## src/rtl/hdmi_island_scheduler.sv

```systemverilog
// HDMI data-island sequencer: places preamble, guard bands and 32-cycle packet
// slots inside horizontal blanking and arbitrates four packet sources onto them.
module hdmi_island_scheduler #(
    parameter int ISLAND_START = 16,
    parameter int PREAMBLE_LEN = 8,
    parameter int GUARD_LEN    = 2,
    parameter int MAX_PACKETS  = 2,
    parameter bit HSYNC_POL    = 1'b1
) (
    input  logic       i_pixclk,
    input  logic       i_rst_n,
    input  logic       i_hSync,
    input  logic       i_blank,
    input  logic [3:0] i_req,
    input  logic       i_clr_ovr,
    output logic [3:0] o_gnt,
    output logic       o_pkt_start,
    output logic [4:0] o_offset,
    output logic       o_first_pkt,
    output logic       o_preamble,
    output logic       o_guard,
    output logic       o_data,
    output logic [4:0] o_pkt_count,
    output logic       o_overrun
);

    localparam int CNT_W = 8;
    localparam logic [CNT_W-1:0] WAIT_LAST  = CNT_W'(ISLAND_START - 1);
    localparam logic [CNT_W-1:0] PRE_LAST   = CNT_W'(PREAMBLE_LEN - 1);
    localparam logic [CNT_W-1:0] GUARD_LAST = CNT_W'(GUARD_LEN - 1);
    localparam logic [CNT_W-1:0] SLOT_LAST  = CNT_W'(31);
    localparam logic [4:0]       MAX_CNT    = 5'(MAX_PACKETS);

    typedef enum logic [2:0] {
        S_IDLE,
        S_WAIT,
        S_PREAMBLE,
        S_LGUARD,
        S_PACKET,
        S_TGUARD
    } state_t;

    state_t           state_q, state_d;
    logic [CNT_W-1:0] cnt_q, cnt_d;
    logic [3:0]       gnt_q, gnt_d;
    logic             first_q, first_d;
    logic [3:0]       wait_req_q, wait_req_d;
    logic [4:0]       pkt_count_q, pkt_count_d;
    logic             rr_q, rr_d;
    logic             overrun_q, overrun_d;
    logic             hsync_q, hsync_prev_q;

    logic             line_start;
    logic             in_island;
    logic             ovr_set;
    logic [3:0]       req_eff;
    logic [3:0]       gnt_next;

    // Fixed priority for ACR and audio sample; sources 2/3 share a round-robin
    // pointer (rr=0 favours source 2, rr=1 favours source 3).
    function automatic logic [3:0] arbitrate(input logic [3:0] req, input logic rr);
        logic [3:0] g;
        g = 4'b0000;
        if (req[0]) begin
            g = 4'b0001;
        end else if (req[1]) begin
            g = 4'b0010;
        end else if (req[2] && req[3]) begin
            g = rr ? 4'b1000 : 4'b0100;
        end else if (req[2]) begin
            g = 4'b0100;
        end else if (req[3]) begin
            g = 4'b1000;
        end
        return g;
    endfunction

    assign line_start = (hsync_q == HSYNC_POL) && (hsync_prev_q != HSYNC_POL);
    assign in_island  = (state_q != S_IDLE) && (state_q != S_WAIT);

    always_comb begin
        state_d     = state_q;
        cnt_d       = cnt_q;
        gnt_d       = gnt_q;
        first_d     = first_q;
        wait_req_d  = wait_req_q;
        pkt_count_d = pkt_count_q;
        rr_d        = rr_q;
        ovr_set     = 1'b0;
        req_eff     = 4'b0000;
        gnt_next    = 4'b0000;

        // The count reflects every pkt_start pulse that went out, even one
        // that is immediately aborted.
        if (state_q == S_PACKET && cnt_q == '0) begin
            pkt_count_d = pkt_count_q + 5'd1;
        end

        case (state_q)
            S_IDLE: begin
                if (line_start) begin
                    state_d = S_WAIT;
                    cnt_d   = '0;
                end
            end
            S_WAIT: begin
                if (line_start) begin
                    cnt_d = '0;
                end else if (cnt_q == WAIT_LAST) begin
                    cnt_d = '0;
                    if (i_blank && i_req != 4'b0000) begin
                        state_d     = S_PREAMBLE;
                        wait_req_d  = i_req;
                        pkt_count_d = 5'd0;
                    end else begin
                        state_d = S_IDLE;
                    end
                end else begin
                    cnt_d = cnt_q + 1'b1;
                end
            end
            S_PREAMBLE: begin
                if (cnt_q == PRE_LAST) begin
                    state_d = S_LGUARD;
                    cnt_d   = '0;
                end else begin
                    cnt_d = cnt_q + 1'b1;
                end
            end
            S_LGUARD: begin
                if (cnt_q == GUARD_LAST) begin
                    // A request seen in WAIT stands in if the lines dropped since.
                    req_eff  = (i_req != 4'b0000) ? i_req : wait_req_q;
                    gnt_next = arbitrate(req_eff, rr_q);
                    gnt_d    = gnt_next;
                    first_d  = 1'b1;
                    state_d  = S_PACKET;
                    cnt_d    = '0;
                    if (gnt_next[2]) begin
                        rr_d = 1'b1;
                    end else if (gnt_next[3]) begin
                        rr_d = 1'b0;
                    end
                end else begin
                    cnt_d = cnt_q + 1'b1;
                end
            end
            S_PACKET: begin
                if (cnt_q == SLOT_LAST) begin
                    gnt_next = arbitrate(i_req & ~gnt_q, rr_q);
                    if (gnt_next != 4'b0000 && pkt_count_q < MAX_CNT) begin
                        gnt_d   = gnt_next;
                        first_d = 1'b0;
                        cnt_d   = '0;
                        if (gnt_next[2]) begin
                            rr_d = 1'b1;
                        end else if (gnt_next[3]) begin
                            rr_d = 1'b0;
                        end
                    end else begin
                        state_d = S_TGUARD;
                        gnt_d   = 4'b0000;
                        first_d = 1'b0;
                        cnt_d   = '0;
                    end
                end else begin
                    cnt_d = cnt_q + 1'b1;
                end
            end
            S_TGUARD: begin
                if (cnt_q == GUARD_LAST) begin
                    state_d = S_IDLE;
                    cnt_d   = '0;
                end else begin
                    cnt_d = cnt_q + 1'b1;
                end
            end
            default: begin
                state_d = S_IDLE;
                cnt_d   = '0;
            end
        endcase

        // Blanking ending mid-island overrides everything, including the pointer.
        if (in_island && !i_blank) begin
            state_d = S_IDLE;
            cnt_d   = '0;
            gnt_d   = 4'b0000;
            first_d = 1'b0;
            rr_d    = rr_q;
            ovr_set = 1'b1;
        end

        if (ovr_set) begin
            overrun_d = 1'b1;
        end else if (i_clr_ovr) begin
            overrun_d = 1'b0;
        end else begin
            overrun_d = overrun_q;
        end
    end

    always_ff @(posedge i_pixclk or negedge i_rst_n) begin
        if (!i_rst_n) begin
            state_q      <= S_IDLE;
            cnt_q        <= '0;
            gnt_q        <= 4'b0000;
            first_q      <= 1'b0;
            wait_req_q   <= 4'b0000;
            pkt_count_q  <= 5'd0;
            rr_q         <= 1'b0;
            overrun_q    <= 1'b0;
            hsync_q      <= 1'b0;
            hsync_prev_q <= 1'b0;
        end else begin
            state_q      <= state_d;
            cnt_q        <= cnt_d;
            gnt_q        <= gnt_d;
            first_q      <= first_d;
            wait_req_q   <= wait_req_d;
            pkt_count_q  <= pkt_count_d;
            rr_q         <= rr_d;
            overrun_q    <= overrun_d;
            hsync_q      <= i_hSync;
            hsync_prev_q <= hsync_q;
        end
    end

    assign o_preamble  = (state_q == S_PREAMBLE);
    assign o_guard     = (state_q == S_LGUARD) || (state_q == S_TGUARD);
    assign o_data      = (state_q == S_PACKET);
    assign o_offset    = o_data ? cnt_q[4:0] : 5'd0;
    assign o_pkt_start = o_data && (cnt_q == '0);
    assign o_gnt       = o_data ? gnt_q : 4'b0000;
    assign o_first_pkt = o_data && first_q;
    assign o_pkt_count = pkt_count_q;
    assign o_overrun   = overrun_q;

endmodule

```

## config.mk

```make
export PLATFORM = sky130hd
export DESIGN_NAME = hdmi_island_scheduler
export DESIGN_NICKNAME = d
export VERILOG_FILES = /design/src/rtl/hdmi_island_scheduler.sv
export SDC_FILE = /design/constraint.sdc
export NUM_CORES = 1
export LEC_CHECK = 0
export ABC_AREA = 1
export CAP_MARGIN = 5
export CORE_ASPECT_RATIO = 1.5
export CORE_UTILIZATION = 40
export DETAILED_ROUTE_END_ITERATION = 10
export GPL_TIMING_DRIVEN = 0
export HOLD_SLACK_MARGIN = 0.1
export SLEW_MARGIN = 0
export SYNTH_ARGS = -nofsm -noshare
export SYNTH_HDL_FRONTEND = slang
export SYNTH_SLANG_ARGS = --single-unit
```

## constraint.sdc

```tcl
create_clock -name i_pixclk -period 3.4 [get_ports i_pixclk]
set_input_delay 1.02 -clock i_pixclk [delete_from_list [all_inputs] [get_ports i_pixclk]]
set_output_delay 1.02 -clock i_pixclk [all_outputs]
set_load 0.05 [all_outputs]
```

* Word-level counts from Yosys, hierarchy flattened
Index checks and enable logic that the tools add are counted.
Widths: inputs -> output; s select.
** Word-level totals
- Logic and storage cells :: 127
- Register bits :: 29
- Output and inout bits :: 20
** Cells by class
- Add/subtract/negate cells :: 2
- Magnitude comparators :: 1
- Mux-type cells :: 62
- Equal/unequal tests :: 23
- Reduce and logical (&&, ||, !) cells :: 24
- Bitwise logic cells :: 5
** Operators with widths (number)
- $mux 4 :: 21
- $mux 8 :: 7
- $pmux 8 s5 :: 1
- $mux 5 :: 6
- $mux 3 :: 9
- $ne 3x3->1 const B :: 6
- $pmux 3 s6 :: 1
- $mux 1 :: 13
- $ne 3x1->1 const B :: 4
- $logic_and 1x1->1 :: 9
- $add 8x1->8 const B :: 1
- $eq 8x1->1 const B :: 1
- $eq 8x3->1 const B :: 1
- $eq 8x4->1 const B :: 1
- $eq 8x5->1 const B :: 1
- $logic_not 8->1 :: 1
- $pmux 4 s2 :: 1
- $reduce_and 8->1 :: 1
- $reduce_bool 4->1 :: 2
- $reduce_and 7->1 :: 1
- $eq 3x2->1 const B :: 2
- $eq 3x3->1 const B :: 2
- $reduce_bool 3->1 :: 2
- $add 5x1->5 const B :: 1
- 17 further kinds :: 22

* Depth between registers and ports, before layout
- Depth after elaboration :: 15
- Depth in mapped cells :: 10
- Gate-level depth less buffers :: 10

* Least setup slack after synthesis
OpenSTA, ideal clock, no wires.
- Kind :: flip-flop to output port
- From :: register state_q[1]
- To :: output o_pkt_start
- Path buffers :: 0
- Arrival time :: 1.745 ns
- Path slack :: 0.635 ns
- Cell stages (with the launch flop) :: 6
- Path through :: dfrtp_1 -> inv_2 -> nand3_4 -> inv_2 -> nand3_1 -> nor3_2
** Between the ends
- Longest elaborated chain between the ends :: 2
** RTL lines
- start, declared :: RTL line 43 : state_t state_q, state_d;
- start signal, assigned :: RTL line 216 : state_q <= state_d;
- $eq 3x3->1 :: RTL line 231 : assign o_data = (state_q == S_PACKET);
- named net o_data :: RTL line 22 : output logic o_data,
- $logic_and 1x1->1 :: RTL line 233 : assign o_pkt_start = o_data && (cnt_q == '0);
- end, declared :: RTL line 17 : output logic o_pkt_start,
The timed path passes the listed nets, and every way through them passes these cells.

* Worst setup path in the final report
- From :: register state_q[1]
- To :: output o_offset[0]
** Between the ends
- Longest elaborated chain between the ends :: 2
** RTL lines
- $eq 3x3->1 :: RTL line 231
- $mux 5 :: RTL line 232 : assign o_offset = o_data ? cnt_q[4:0] : 5'd0;
- end, declared :: RTL line 18 : output logic [4:0] o_offset,
No other way between the ends.

==> load_flow_metrics.sql <==
INSERT INTO impl_metrics (metric_group, metric, value, unit) VALUES
('run_status', 'outcome', 'completed', ''),
('critical_path', 'path_class', 'flip-flop to primary output', ''),
('detailed_routing', 'drt_pass_1_iters', '4', ''),
('synthesis', 'synthCells', '266', ''),
('synthesis', 'post_synth_cell_types', '32', ''),
('finish', 'final_net_count', '315', ''),
('placement', 'buffer_ports.inserted', '28', ''),
('finish', 'mostFrequentLayoutCell', 'sky130_fd_sc_hd__nand2_1', ''),
('sta', 'worst_clock_skew', '3.98', 'ps'),
('synthesis', 'synth.net_count', '279', ''),
('global_routing', 'grt_pass1_wl', '8010', 'µm'),
('clock_tree', 'clk_pin_slew', '60', 'ps'),
('clock_tree', 'cts_made_buffers', '5', ''),
('critical_path', 'worstReg2RegStart', 'cnt_q[0]$_DFFE_PN0N_', ''),
('detailed_routing', 'drc', '0', ''),
('detailed_routing', 'avgViaCountPerCell', '5.04', ''),
('synthesis', 'ys_seq_elements', '29', ''),
('synthesis', 'yosysSeqAreaShare', '37.9', '%'),
('global_routing', 'initial_antenna_violation_count', '0', ''),
('floorplan', 'die_area', '0.00507', 'mm²'),
('sta', 'grt_setup_unrepaired', 'no', ''),
('global_routing', 'grt_use_total', '21.1', '%'),
('floorplan', 'die_height', '86.7', 'µm'),
('power', 'worst_ir_drop_vdd', '0.000344', 'V'),
('sta', 'worstMarginPinSlew', '802', 'ps'),
('synthesis', 'synth_area_per_inst', '7.19', 'µm²'),
('sta', 'timing.final.setup_violations', '0', ''),
('sta', 'setup_tns', '0', 'ps'),
('sta', 'finalMaxSlewViolations', '0', ''),
('finish', 'drive_gt1_share', '11.6', '%'),
('clock_tree', 'tritoncts', 'built', ''),
('floorplan', 'std_cell_rows', '30', ''),
('critical_path', 'regToRegEndpoint', 'cnt_q[5]$_DFFE_PN0N_', ''),
('sta', 'max-slew-margin-rel', '46.3', '%'),
('job', 'cap_violations', '0', ''),
('floorplan', 'dieWidth', '58.5', 'µm'),
('critical_path', 'end_kind', 'primary output', ''),
('critical_path', 'slowest_delay', '810', 'ps'),
('hold_path', 'min_path_cells', '0', ''),
('sta', 'final_period_utilization', '96.0', '%'),
('global_routing', 'gr-total-overflow', '0', ''),
('hold_path', 'min_path_type', 'flip-flop to flip-flop', ''),
('clock_tree', 'cts_sinks', '29', ''),
('global_routing', 'grt_start_max_net_pins', '16', ''),
('power', 'power.density', '764', 'mW/mm²'),
('floorplan', 'initial_utilization', '42.1', '%'),
('hold_path', 'hold_path.startpoint', 'hsync_q$_DFF_PN0_', ''),
('floorplan', 'num_io_pins', '29', ''),
('detailed_routing', 'drt_first_iter_violations', '40', ''),
('critical_path', 'critical_path.cell_chain', 'inv_2 > nand3_4 > buf_1 > nor2_1 > clkdlybuf4s50_1', ''),
('critical_path', 'critPathRequiredTime', '2380', 'ps'),
('critical_path', 'worst_r2r_path_depth', '8', ''),
('detailed_routing', 'vias', '1848', ''),
('finish', 'layout_common_cells', '62 x sky130_fd_sc_hd__nand2_1, 33 x sky130_fd_sc_hd__nor2_1, 32 x sky130_fd_sc_hd__inv_1', ''),
('sta', 'report.final.hold_viol_count', '0', ''),
('synthesis', 'syn_area', '0.00191', 'mm²'),
('placement', 'hpwlAfterDp', '3790', 'µm'),
('global_routing', 'grt_pass1_vias', '1798', ''),
('clock_tree', 'clock_insertion_delay_worst_skew', '280', 'ps'),
('power', 'p_leak', '0.00127', 'µW'),
('sta', 'period_needed', '3260', 'ps'),
('finish', 'post-route-util', '53.6', '%'),
('critical_path', 'worst_setup_path_start_kind', 'flip-flop', ''),
('clock_tree', 'root_buffer', 'sky130_fd_sc_hd__clkbuf_8', ''),
('finish', 'antenna_cells', '0', ''),
('clock_tree', 'cts_buffer_depth', '2', ''),
('clock_tree', 'cts_htree_levels', '2', ''),
('critical_path', 'critPathArrivalTime', '2240', 'ps'),
('critical_path', 'crit_path_max_fanout', '10', ''),
('synthesis', 'ys_warn_count', '0', ''),
('critical_path', 'critical-path-slowest-cell', 'sky130_fd_sc_hd__clkdlybuf4s50_1', ''),
('critical_path', 'critPathLaunch', 'state_q[1]$_DFFE_PN0P_', ''),
('hold_path', 'worst_hold_path.endpoint', 'hsync_prev_q$_DFF_PN0_', ''),
('critical_path', 'regToRegSetupSlack', '1660', 'ps'),
('finish', 'signed_area_change_from_the_synthesized_netlist_to_the_final_layout', '27.3', '%'),
('placement', 'gpl.final_weighted_congestion', '0.857', ''),
('floorplan', 'core_region_area', '0.00454', 'mm²'),
('clock_tree', 'postCtsHoldBufs', '0', ''),
('sta', 'fmaxAchievable', '306', 'MHz'),
('detailed_routing', 'count_of_antenna_violating_nets_left_after_detailed_routing', '0', ''),
('finish', 'layout.filler_cells', '464', ''),
('detailed_routing', 'drt-total-wl', '4770', 'µm'),
('detailed_routing', 'wire_per_inst', '13.0', 'µm');
[where the power goes]
group	switching [µW]	internal [µW]	total [µW]	leakage (µW)
Sequential	77.0	434	511	0.000379
Clock	138	239	377	0.0000585
Combinational	662	311	973	0.000838
Total	877	984	1860	0.00127
[sequential cells by signal, indices dropped and copies added, names as in the netlist]
register and count:
cnt_q 8, o_pkt_count 5, gnt_q 4, wait_req_q 4
state_q 3, first_q 1, hsync_prev_q 1, hsync_q 1
o_overrun 1, rr_q 1
[stage by stage]
| step | hold WS [ps] | power [µW] | setup WS [ps] | instance area (µm²) | std cells |
|---|---|---|---|---|---|
| floorplan | 354 | 1220 | 635 | 1910 | 266 |
| global placement | 358 | 1490 | 192 | 2270 | 358 |
| detailed placement | 362 | 1500 | 196 | 2300 | 359 |
| CTS | 377 | 1880 | 84.5 | 2420 | 367 |
| global route | 394 | 2010 | 1.48 | 2440 | 367 |
| finish | 373 | 1860 | 137 | 2440 | 367 |
[cell usage after synthesis]
cell type / number / share of area, %
sky130_fd_sc_hd__nor3_2: 2 / 1.0
sky130_fd_sc_hd__nor3_1: 3 / 0.78
sky130_fd_sc_hd__nor2_4: 1 / 0.59
sky130_fd_sc_hd__o211ai_2: 1 / 0.65
sky130_fd_sc_hd__dfrtp_1: 29 / 38
sky130_fd_sc_hd__o21ai_0: 14 / 3.7
sky130_fd_sc_hd__nand3_2: 2 / 1.0
sky130_fd_sc_hd__o21ai_1: 10 / 2.6
sky130_fd_sc_hd__o211ai_1: 3 / 1.2
sky130_fd_sc_hd__inv_2: 5 / 0.98
sky130_fd_sc_hd__nor3_4: 1 / 0.85
sky130_fd_sc_hd__xor2_1: 3 / 1.4
sky130_fd_sc_hd__nor2_2: 3 / 0.98
sky130_fd_sc_hd__nand3_1: 20 / 5.2
sky130_fd_sc_hd__o21ai_4: 1 / 0.85
sky130_fd_sc_hd__nor2_1: 33 / 6.5
sky130_fd_sc_hd__buf_4: 1 / 0.39
sky130_fd_sc_hd__buf_1: 1 / 0.20
sky130_fd_sc_hd__o21ai_2: 1 / 0.46
sky130_fd_sc_hd__nand3b_1: 2 / 0.78
sky130_fd_sc_hd__inv_1: 32 / 6.3
sky130_fd_sc_hd__buf_6: 1 / 0.59
sky130_fd_sc_hd__nand3_4: 1 / 0.92
sky130_fd_sc_hd__nand2_2: 4 / 1.3
sky130_fd_sc_hd__buf_2: 1 / 0.26
sky130_fd_sc_hd__clkinv_1: 2 / 0.39
sky130_fd_sc_hd__nor3b_2: 1 / 0.65
sky130_fd_sc_hd__nand2_1: 62 / 12
sky130_fd_sc_hd__ha_1: 4 / 2.6
sky130_fd_sc_hd__a21oi_1: 12 / 3.1
sky130_fd_sc_hd__nand4_1: 9 / 2.9
sky130_fd_sc_hd__a31oi_2: 1 / 0.65
[routing by layer]
metal / GRT usage, % / up-vias / wire, µm
met4: 8.87 / 0 / 76
met5: 0 / - / 0
met3: 4.03 / 8 / 138
met2: 39.7 / 35 / 2650
met1: 22.1 / 864 / 1910
li1: - / 941 / -
[layout make-up]
class	count	area, µm²	share of cell area (%)
buffer	4	27.5	1.13
clock buffer	7	86.3	3.54
clock inverter	1	30.0	1.23
inverter	39	146	6.01
multi-input combinational	194	1010	41.6
sequential	29	726	29.8
tap	64	80.1	3.29
timing repair buffer	29	327	13.4
[cells by family after synthesis]
kind of cell / synth area share [%]
flops: 37.9
xor+xnor: 1.37
fa+ha+maj: 2.62
buf+inv: 9.09
simple gates: 35.8
compound gates: 13.2
[worst max path at each step]
stage,endpoint,cells after the start
after floorplan,o_pkt_start,5
after global placement,o_pkt_start,6
after detailed placement,o_pkt_start,6
after CTS,o_offset[3],5
after global routing,o_first_pkt,5
final,o_offset[0],5
[repair_timing]
action,in CTS,in global routing
buffers inserted,0,0
endpoints found under the setup margin,1,8
gates cloned,0,0
resized for setup,1,8
[critical path, delay by kind of cell (launching register included)]
kind | cells | cell delay, ps
buffers and inverters | 3 | 1220
flip-flops | 1 | 430
AND/OR/NAND/NOR | 2 | 310
Power figures use the tool's default switching activity.
